## config.mk

```make
export PLATFORM = sky130hd
export DESIGN_NAME = if_id_queue
export DESIGN_NICKNAME = d
export VERILOG_FILES = /design/src/rtl/if_id_queue.sv
export SDC_FILE = /design/constraint.sdc
export NUM_CORES = 1
export LEC_CHECK = 0
export ABC_AREA = 1
export BUFFER_PORTS_ARGS = -buffer_cell sky130_fd_sc_hd__clkbuf_2
export CAP_MARGIN = 20
export CORE_ASPECT_RATIO = 0.8
export CORE_MARGIN = 2
export CORE_UTILIZATION = 57
export DETAILED_ROUTE_END_ITERATION = 7
export MAX_ROUTING_LAYER = met4
export PLACE_DENSITY = 0.79
export SLEW_MARGIN = 0
export SYNTH_ARGS = -nofsm -noshare
export SYNTH_HDL_FRONTEND = slang
export SYNTH_SLANG_ARGS = --single-unit
```

## constraint.sdc

```tcl
create_clock -name clk -period 5.47 [get_ports clk]
set_input_delay 0.547 -clock clk [delete_from_list [all_inputs] [get_ports clk]]
set_output_delay 0.547 -clock clk [all_outputs]
set_load 0.02 [all_outputs]
```

## src/rtl/if_id_queue.sv

```systemverilog
// Fetch-to-decode instruction queue: DEPTH-entry FIFO of {pc, instr, exc} with flush and
// exception lock. Define IF_ID_QUEUE_PREDECODE_EN to add per-entry branch/jump predecode outputs.
module if_id_queue #(
  parameter int unsigned DEPTH = 4
) (
  input  logic                     clk,
  input  logic                     reset,
  input  logic                     in_valid,
  output logic                     in_ready,
  input  logic [31:0]              in_pc,
  input  logic [31:0]              in_instr,
  input  logic                     in_exc,
  input  logic                     flush,
  output logic                     out_valid,
  input  logic                     out_ready,
  output logic [31:0]              out_pc,
  output logic [31:0]              out_instr,
  output logic                     out_exc,
  output logic [$clog2(DEPTH):0]   count
`ifdef IF_ID_QUEUE_PREDECODE_EN
  ,
  output logic                     out_is_branch,
  output logic                     out_is_jump
`endif
);

  localparam int unsigned AW = $clog2(DEPTH);
  localparam int unsigned CW = AW + 1;

  logic [31:0]   r_pc_mem    [DEPTH];
  logic [31:0]   r_instr_mem [DEPTH];
  logic          r_exc_mem   [DEPTH];
  logic [AW-1:0] r_head;
  logic [AW-1:0] r_tail;
  logic [CW-1:0] r_count;
  logic          r_exc_lock;

  logic w_push;
  logic w_pop;

  assign in_ready  = (r_count < CW'(DEPTH)) && !r_exc_lock;
  assign out_valid = (r_count != '0);
  assign count     = r_count;

  // Flush discards any simultaneous enqueue/dequeue.
  assign w_push = in_valid && in_ready && !flush;
  assign w_pop  = out_valid && out_ready && !flush;

  always_ff @(posedge clk or posedge reset) begin
    if (reset) begin
      r_head     <= '0;
      r_tail     <= '0;
      r_count    <= '0;
      r_exc_lock <= 1'b0;
    end else if (flush) begin
      r_head     <= '0;
      r_tail     <= '0;
      r_count    <= '0;
      r_exc_lock <= 1'b0;
    end else begin
      if (w_push) begin
        r_tail <= r_tail + 1'b1;
        if (in_exc) begin
          r_exc_lock <= 1'b1;
        end
      end
      if (w_pop) begin
        r_head <= r_head + 1'b1;
      end
      unique case ({w_push, w_pop})
        2'b10:   r_count <= r_count + 1'b1;
        2'b01:   r_count <= r_count - 1'b1;
        default: r_count <= r_count;
      endcase
    end
  end

  // Storage is not reset; validity is tracked solely by r_count.
  always_ff @(posedge clk) begin
    if (w_push) begin
      r_pc_mem[r_tail]    <= in_pc;
      r_instr_mem[r_tail] <= in_instr;
      r_exc_mem[r_tail]   <= in_exc;
    end
  end

  always_comb begin
    out_pc    = '0;
    out_instr = '0;
    out_exc   = 1'b0;
    if (out_valid) begin
      out_pc    = r_pc_mem[r_head];
      out_instr = r_instr_mem[r_head];
      out_exc   = r_exc_mem[r_head];
    end
  end

`ifdef IF_ID_QUEUE_PREDECODE_EN
  logic r_br_mem  [DEPTH];
  logic r_jmp_mem [DEPTH];
  logic w_in_br;
  logic w_in_jmp;

  assign w_in_br  = (in_instr[6:0] == 7'b1100011);
  assign w_in_jmp = (in_instr[6:0] == 7'b1101111) || (in_instr[6:0] == 7'b1100111);

  always_ff @(posedge clk) begin
    if (w_push) begin
      r_br_mem[r_tail]  <= w_in_br;
      r_jmp_mem[r_tail] <= w_in_jmp;
    end
  end

  always_comb begin
    out_is_branch = 1'b0;
    out_is_jump   = 1'b0;
    if (out_valid) begin
      out_is_branch = r_br_mem[r_head];
      out_is_jump   = r_jmp_mem[r_head];
    end
  end
`endif

endmodule

```

==> flow_summary.yaml, run 1 <==
final_layout:
  fill_cells: 1290
  num_antenna_cells: 0
  mostFrequentLayoutCells: "263 x nor2_1, 260 x edfxtp_1, 139 x clkbuf_2, 72 x o21ai_0"
  final_common_cell: "nor2_1"
  nNetsFinal: 1040
  drive_gt1_share_pct: 21.2
  area_growth_pct: 15.0
synth:
  seq_area_frac_synth_pct: 75.1
  yosys_most_used_dff: "edfxtp_1"
  synth_area_per_cell_um2: 12.7
  syn_inst: 837
  synth_cell_types: 24
  synth_edf_count: 260
  synth_seq_cells: 268
  syn-num-nets: 912
  synth_warnings: 0
  synthArstFlopShare_pct: 2.99
  netlist_area_um2: 10700
global_routing:
  grt_pass1_wl_mm: 33.4
  grt_max_degree: 85
  grt_pass1_vias: 6401
  antenna_found_initial: 0
  grt.overflow.total: 0
  grt_use_total_pct: 22.5
floorplanning:
  core_area_um2: 18200
  die_h_um: 126
  start_util_pct: 58.5
  dieArea_um2: 19800
  rows: 44
  num_io_pins: 140
  die_x_um: 157
sta:
  slew_violations: 0
  finalClockSkew_ns: 0.00917
  slew_headroom_pct: 38.8
  fin_ws_ns: 1.88
  rsz0062_at_grt: "no"
  finalSetupViolCount: 0
  period_needed_ns: 3.59
  tightest_slew_ns: 0.919
  fmax_mhz: 278
  tns_ns: 0
  final.period_utilization_pct: 65.7
  final_hold_viol_count: 0
outcome:
  outcome: "complete, no violations"
job:
  cap_violations: 0
cts:
  clk_pin_slew_ns: 0.06
  clock_latency_ns: 0.52
  postCtsResizedCells: 0
  clock_sinks: 268
  cts_made_buffers: 26
  ctsHoldBuffers: 1
  htree_levels: 1
  clockRootBuffer: "clkbuf_16"
  cts_setup_buffers: 0
  cts_buffer_depth: 3
  cts_tree: "built"
placed_design:
  place_hpwl_mm: 11.9
  gp_congestion: 0.815
  port_buffers: 139
  place_ws_ns: 2.45
power:
  pwr-share-clk_pct: 28.3
  ir_worst_vdd_uv: 297
  leakage_nw: 4.45
  p_sw_share_pct: 34.5
  internal-power_mw: 3.84
  power_frac_seq_pct: 42.6
  p_sw_mw: 2.02
  p_per_area_nw_per_um2: 477
  pwr-share-comb_pct: 29.1
route:
  ant_nets: 0
  vias: 6666
  vias_per_cell: 5.38
  drc: 0
  dr.first_iter.drc_count: 639
  wl_per_cell_um: 17.3
  routed_wl_mm: 21.5
  firstDrtPassIters: 5
setup_path:
  start_kind: "flop"
  worst_ep_arrival_time_ns: 3.05
  critPathKind: "reg -> out"
  cp_max_fo: 49
  worst_setup_path_end_kind: "primary output"
  critPathRequiredTime_ns: 4.92
hold_path:
  min_path_type: "in -> reg"
[state kept, by name (all words and copies together) (netlist names)]
signal	cells
r_head	2
r_tail	2
r_exc_lock	1
r_exc_mem	4
count	3
r_pc_mem	128
r_instr_mem	128
[per-layer routing]
metal	GRT usage, %	vias up	routed length, µm
met2	36.5	252	10400
met4	5.23	0	318
met1	29.8	3179	8990
met5	-	-	0
met3	4.37	27	1720
li1	-	3208	-
[Yosys cell counts (3+ instances only)]
cell type / instances / area share, %
nand2_1: 14 / 0.49
a21oi_2: 3 / 0.25
inv_1: 12 / 0.42
ha_1: 4 / 0.47
inv_2: 3 / 0.11
o21ai_1: 64 / 3.0
o21ai_0: 72 / 3.4
buf_2: 14 / 0.66
nor2_1: 267 / 9.4
nand3_1: 4 / 0.19
buf_4: 6 / 0.42
dfrtp_1: 8 / 1.9
edfxtp_1: 260 / 73
buf_6: 12 / 1.3
clkbuf_2: 9 / 0.42
clkbuf_1: 9 / 0.32
a21oi_1: 64 / 3.0
nand2_4: 3 / 0.32
[worst max-delay path: stages, from the launching register on]
cell and delay [ns]:
dfrtp_4 0.73, clkinv_2 0.65, buf_4 0.51, o21ai_0 0.29, a21oi_1 0.12, clkbuf_2 0.19
[area by class of cell]
cell class              count  area [µm²]  area share, %
clock buffers              32         694           5.66
clock inverters            16         105          0.856
inverters                  15        57.6          0.469
multi-input cells         504        2310           18.8
flip-flops and latches    268        8010           65.3
well taps                 253         317           2.58
repair buffers            150         781           6.36
[power groups by stage]
| stage | combinational (mW) | clock (mW) | sequential (mW) |
|---|---|---|---|
| floorplan | 1.26 | 0 | 2.51 |
| global placement | 1.69 | 0 | 2.53 |
| detailed placement | 1.71 | 0 | 2.54 |
| CTS | 1.72 | 1.68 | 2.50 |
| global route | 1.87 | 1.77 | 2.51 |
| finish | 1.71 | 1.66 | 2.50 |
[logic make-up after synthesis]
group / Yosys count / synth area share, %
and+or+nand+nor: 295 / 11.0
xor gates and xnor gates: 1 / 0.0821
adders and majority gates: 5 / 0.657
AOI/OAI and AO/OA: 203 / 9.63
buffers and inverters: 65 / 3.61
DFF: 268 / 75.1
[metrics by stage]
| stage | util [%] | instances | hold WS [ns] | cell area (µm²) | power, mW |
|---|---|---|---|---|---|
| 5_1_grt | 67.4 | 1238 | 0.231 | 12300 | 6.15 |
| 4_1_cts | 67.4 | 1238 | 0.225 | 12300 | 5.90 |
| 2_1_floorplan | - | 837 | 0.363 | 10700 | 3.77 |
| 6_report | 67.4 | 1238 | 0.240 | 12300 | 5.86 |
| 3_5_place_dp | 62.9 | 1189 | 0.500 | 11500 | 4.25 |
| 3_3_place_gp | 62.9 | 1189 | 0.501 | 11500 | 4.22 |
[worst paths after layout]
path	startpoint	slack [ns]	depth (start not counted)	endpoint
max	r_head[0]	1.88	5	out_instr[0]
min	in_pc[8]	0.24	1	r_pc_mem[2][8]
max reg2reg	count[2]	2.81	4	r_pc_mem[1][29]
min reg2reg	r_exc_lock	0.57	2	r_exc_lock
max in group asynchronous	reset	4.67	3	r_head[0]
min in group asynchronous	reset	0.52	3	count[1]
No activity file was read; power rests on OpenSTA's default activity.
==> run 2, diff against run 1 <==
==> constraint.sdc (replaced) <==
create_clock -name clk -period 3.6 [get_ports clk]
set_input_delay 0.36 -clock clk [delete_from_list [all_inputs] [get_ports clk]]
set_output_delay 0.36 -clock clk [all_outputs]
set_load 0.02 [all_outputs]
==> run 2 against run 1 <==
Net effect:
- clock-buffer cell count shrank 5
- non-clock buffer count rose by 3
- critical path depth up 1
- critical endpoint is now out_instr[27]
- via count up 0.48%
- global-route usage down 0.051 points
- die area is the same
- wire length is essentially flat
- cell count unchanged
- sequential cell count is the same
==> flow_summary.yaml, run 2 (synthesis gave the netlist of run 1 again) <==
sta:
  final.period_utilization_pct: 81.0
  finalSetupViolCount: 0
  slew_violations: 0
  tightest_slew_ns: 0.863
  fin_ws_ns: 0.685
  period_needed_ns: 2.91
  slew_headroom_pct: 42.5
  rsz0062_at_grt: "no"
  fmax_mhz: 343
  finalClockSkew_ns: 0.00807
  hold_ws_ns: 0.0702
  final_hold_viol_count: 0
setup_path:
  worst_ep_arrival_time_ns: 2.55
  start_kind: "flop"
  critPathRequiredTime_ns: 3.24
  worst_setup_path_end_kind: "primary output"
  cp_max_fo: 37
  critPathKind: "reg -> out"
floorplanning:
  dieArea_um2: 19800
  rows: 44
  start_util_pct: 58.5
  core_area_um2: 18200
  die_h_um: 126
  num_io_pins: 140
  die_x_um: 157
global_routing:
  grt.overflow.total: 0
  grt_use_total_pct: 22.4
  grt_max_degree: 132
  grt_pass1_vias: 6610
  antenna_found_initial: 1
  grt_pass1_wl_mm: 33.4
final_layout:
  fill_cells: 1284
  nNetsFinal: 1042
  drive_gt1_share_pct: 21.1
  final_common_cell: "nor2_1"
  fin_area_um2: 12300
  area_growth_pct: 15.6
  mostFrequentLayoutCells: "263 x nor2_1, 260 x edfxtp_1, 139 x clkbuf_2, 72 x o21ai_0"
  stdcell_count: 1238
  top_regs: "r_instr_mem: 128 flops, r_pc_mem: 128 flops, r_exc_mem: 4 flops"
placed_design:
  gp_congestion: 0.885
  placed_cells_incl_taps: 1192
  port_buffers: 139
  place_hpwl_mm: 12.0
  place_ws_ns: 1.20
  placed_area_um2: 11500
route:
  vias: 6698
  routed_wl_mm: 21.5
  drc: 0
  dr.first_iter.drc_count: 616
  ant_nets: 0
  vias_per_cell: 5.41
  firstDrtPassIters: 4
  wl_per_cell_um: 17.3
cts:
  cts_made_buffers: 25
  htree_levels: 1
  cts_tree: "built"
  clock_sinks: 268
  clockRootBuffer: "clkbuf_16"
  clk_pin_slew_ns: 0.06
  cts_buffer_depth: 3
  postCtsResizedCells: 0
  clock_latency_ns: 0.50
job:
  cap_violations: 0
power:
  internal-power_mw: 5.90
  p_sw_mw: 3.03
  p_sw_share_pct: 33.9
  pwr-share-comb_pct: 29.9
  power_frac_seq_pct: 41.9
  ir_worst_vdd_uv: 559
  p_per_area_nw_per_um2: 724
  leakage_nw: 4.48
  pwr-share-clk_pct: 28.2
hold_path:
  min_path_type: "in -> reg"
outcome:
  outcome: "complete, no violations"
==> run 2: cell types whose count changed in the layout (fill, tap and decap cells not counted), moves of 2 or more <==
| cell | delta |
|---|---|
| buf_12 | +4 |
| bufinv_16 | +2 |
| clkbuf_16 | -2 |
| clkinv_2 | -3 |
| clkinv_1 | +3 |
| clkbuf_1 | -3 |
==> run 2: what timing repair did <==
action,in CTS,in global routing
hold buffers,1,0
hold endpoints to repair,8,0
setup buffers,0,0
==> run 2: power by group through the flow <==
stage / combinational (mW) / clock, mW / sequential, mW
after floorplan: 1.91 / 0 / 3.82
after global placement: 2.64 / 0 / 3.80
after detailed placement: 2.68 / 0 / 3.81
after CTS: 2.70 / 2.56 / 3.74
after global routing: 2.91 / 2.67 / 3.76
final: 2.67 / 2.52 / 3.74
==> run 2: layout make-up <==
type                            count  area [µm²]  area share, %
Sequential cell                   268        8010           65.0
Multi-Input combinational cell    504        2310           18.7
Clock inverter                     17         154           1.25
Timing Repair Buffer              153         853           6.92
Clock buffer                       27         633           5.13
Inverter                           15        57.6          0.467
Tap cell                          253         317           2.57
Antenna cell                        1        2.50         0.0203
==> run 2: path summary, 6_finish.rpt <==
check                           from              end  slack (ns)  cells after the start
setup / recovery            count[2]    out_instr[27]        0.69                      6
hold / removal             in_pc[11]  r_pc_mem[2][11]        0.07                      1
setup reg to reg            count[2]  r_pc_mem[0][30]        1.47                      4
hold reg to reg             count[0]         count[0]        0.58                      1
max in group asynchronous      reset        r_head[0]        2.95                      3
min in group asynchronous      reset         count[1]        0.35                      3
==> run 2: metal layers <==
| metal | vias to the layer above | part of all wire [%] | GRT usage (%) | routed length, µm |
|---|---|---|---|---|
| met4 | 0 | 1.1 | 4.21 | 229 |
| met3 | 19 | 8.2 | 4.13 | 1750 |
| met5 | - | 0 | - | 0 |
| met2 | 270 | 49 | 37.7 | 10600 |
| li1 | 3211 | - | - | - |
| met1 | 3198 | 41 | 29.2 | 8900 |
==> run 2: through the flow <==
step | TNS, ns | util [%] | power [mW]
4_1_cts | 0 | 67.7 | 9.00
6_report | 0 | 67.7 | 8.93
5_1_grt | 0 | 67.7 | 9.34
3_5_place_dp | 0 | 63.3 | 6.49
3_3_place_gp | 0 | 63.3 | 6.44
2_1_floorplan | -146.46 | - | 5.73
==> run 2: worst max-delay path, stage by stage, from the launching register on <==
cell and delay [ns]:
dfrtp_1 0.46, nor2_2 0.15, nand2_4 0.09, inv_2 0.59, buf_4 0.47, a21oi_1 0.10, clkbuf_2 0.18
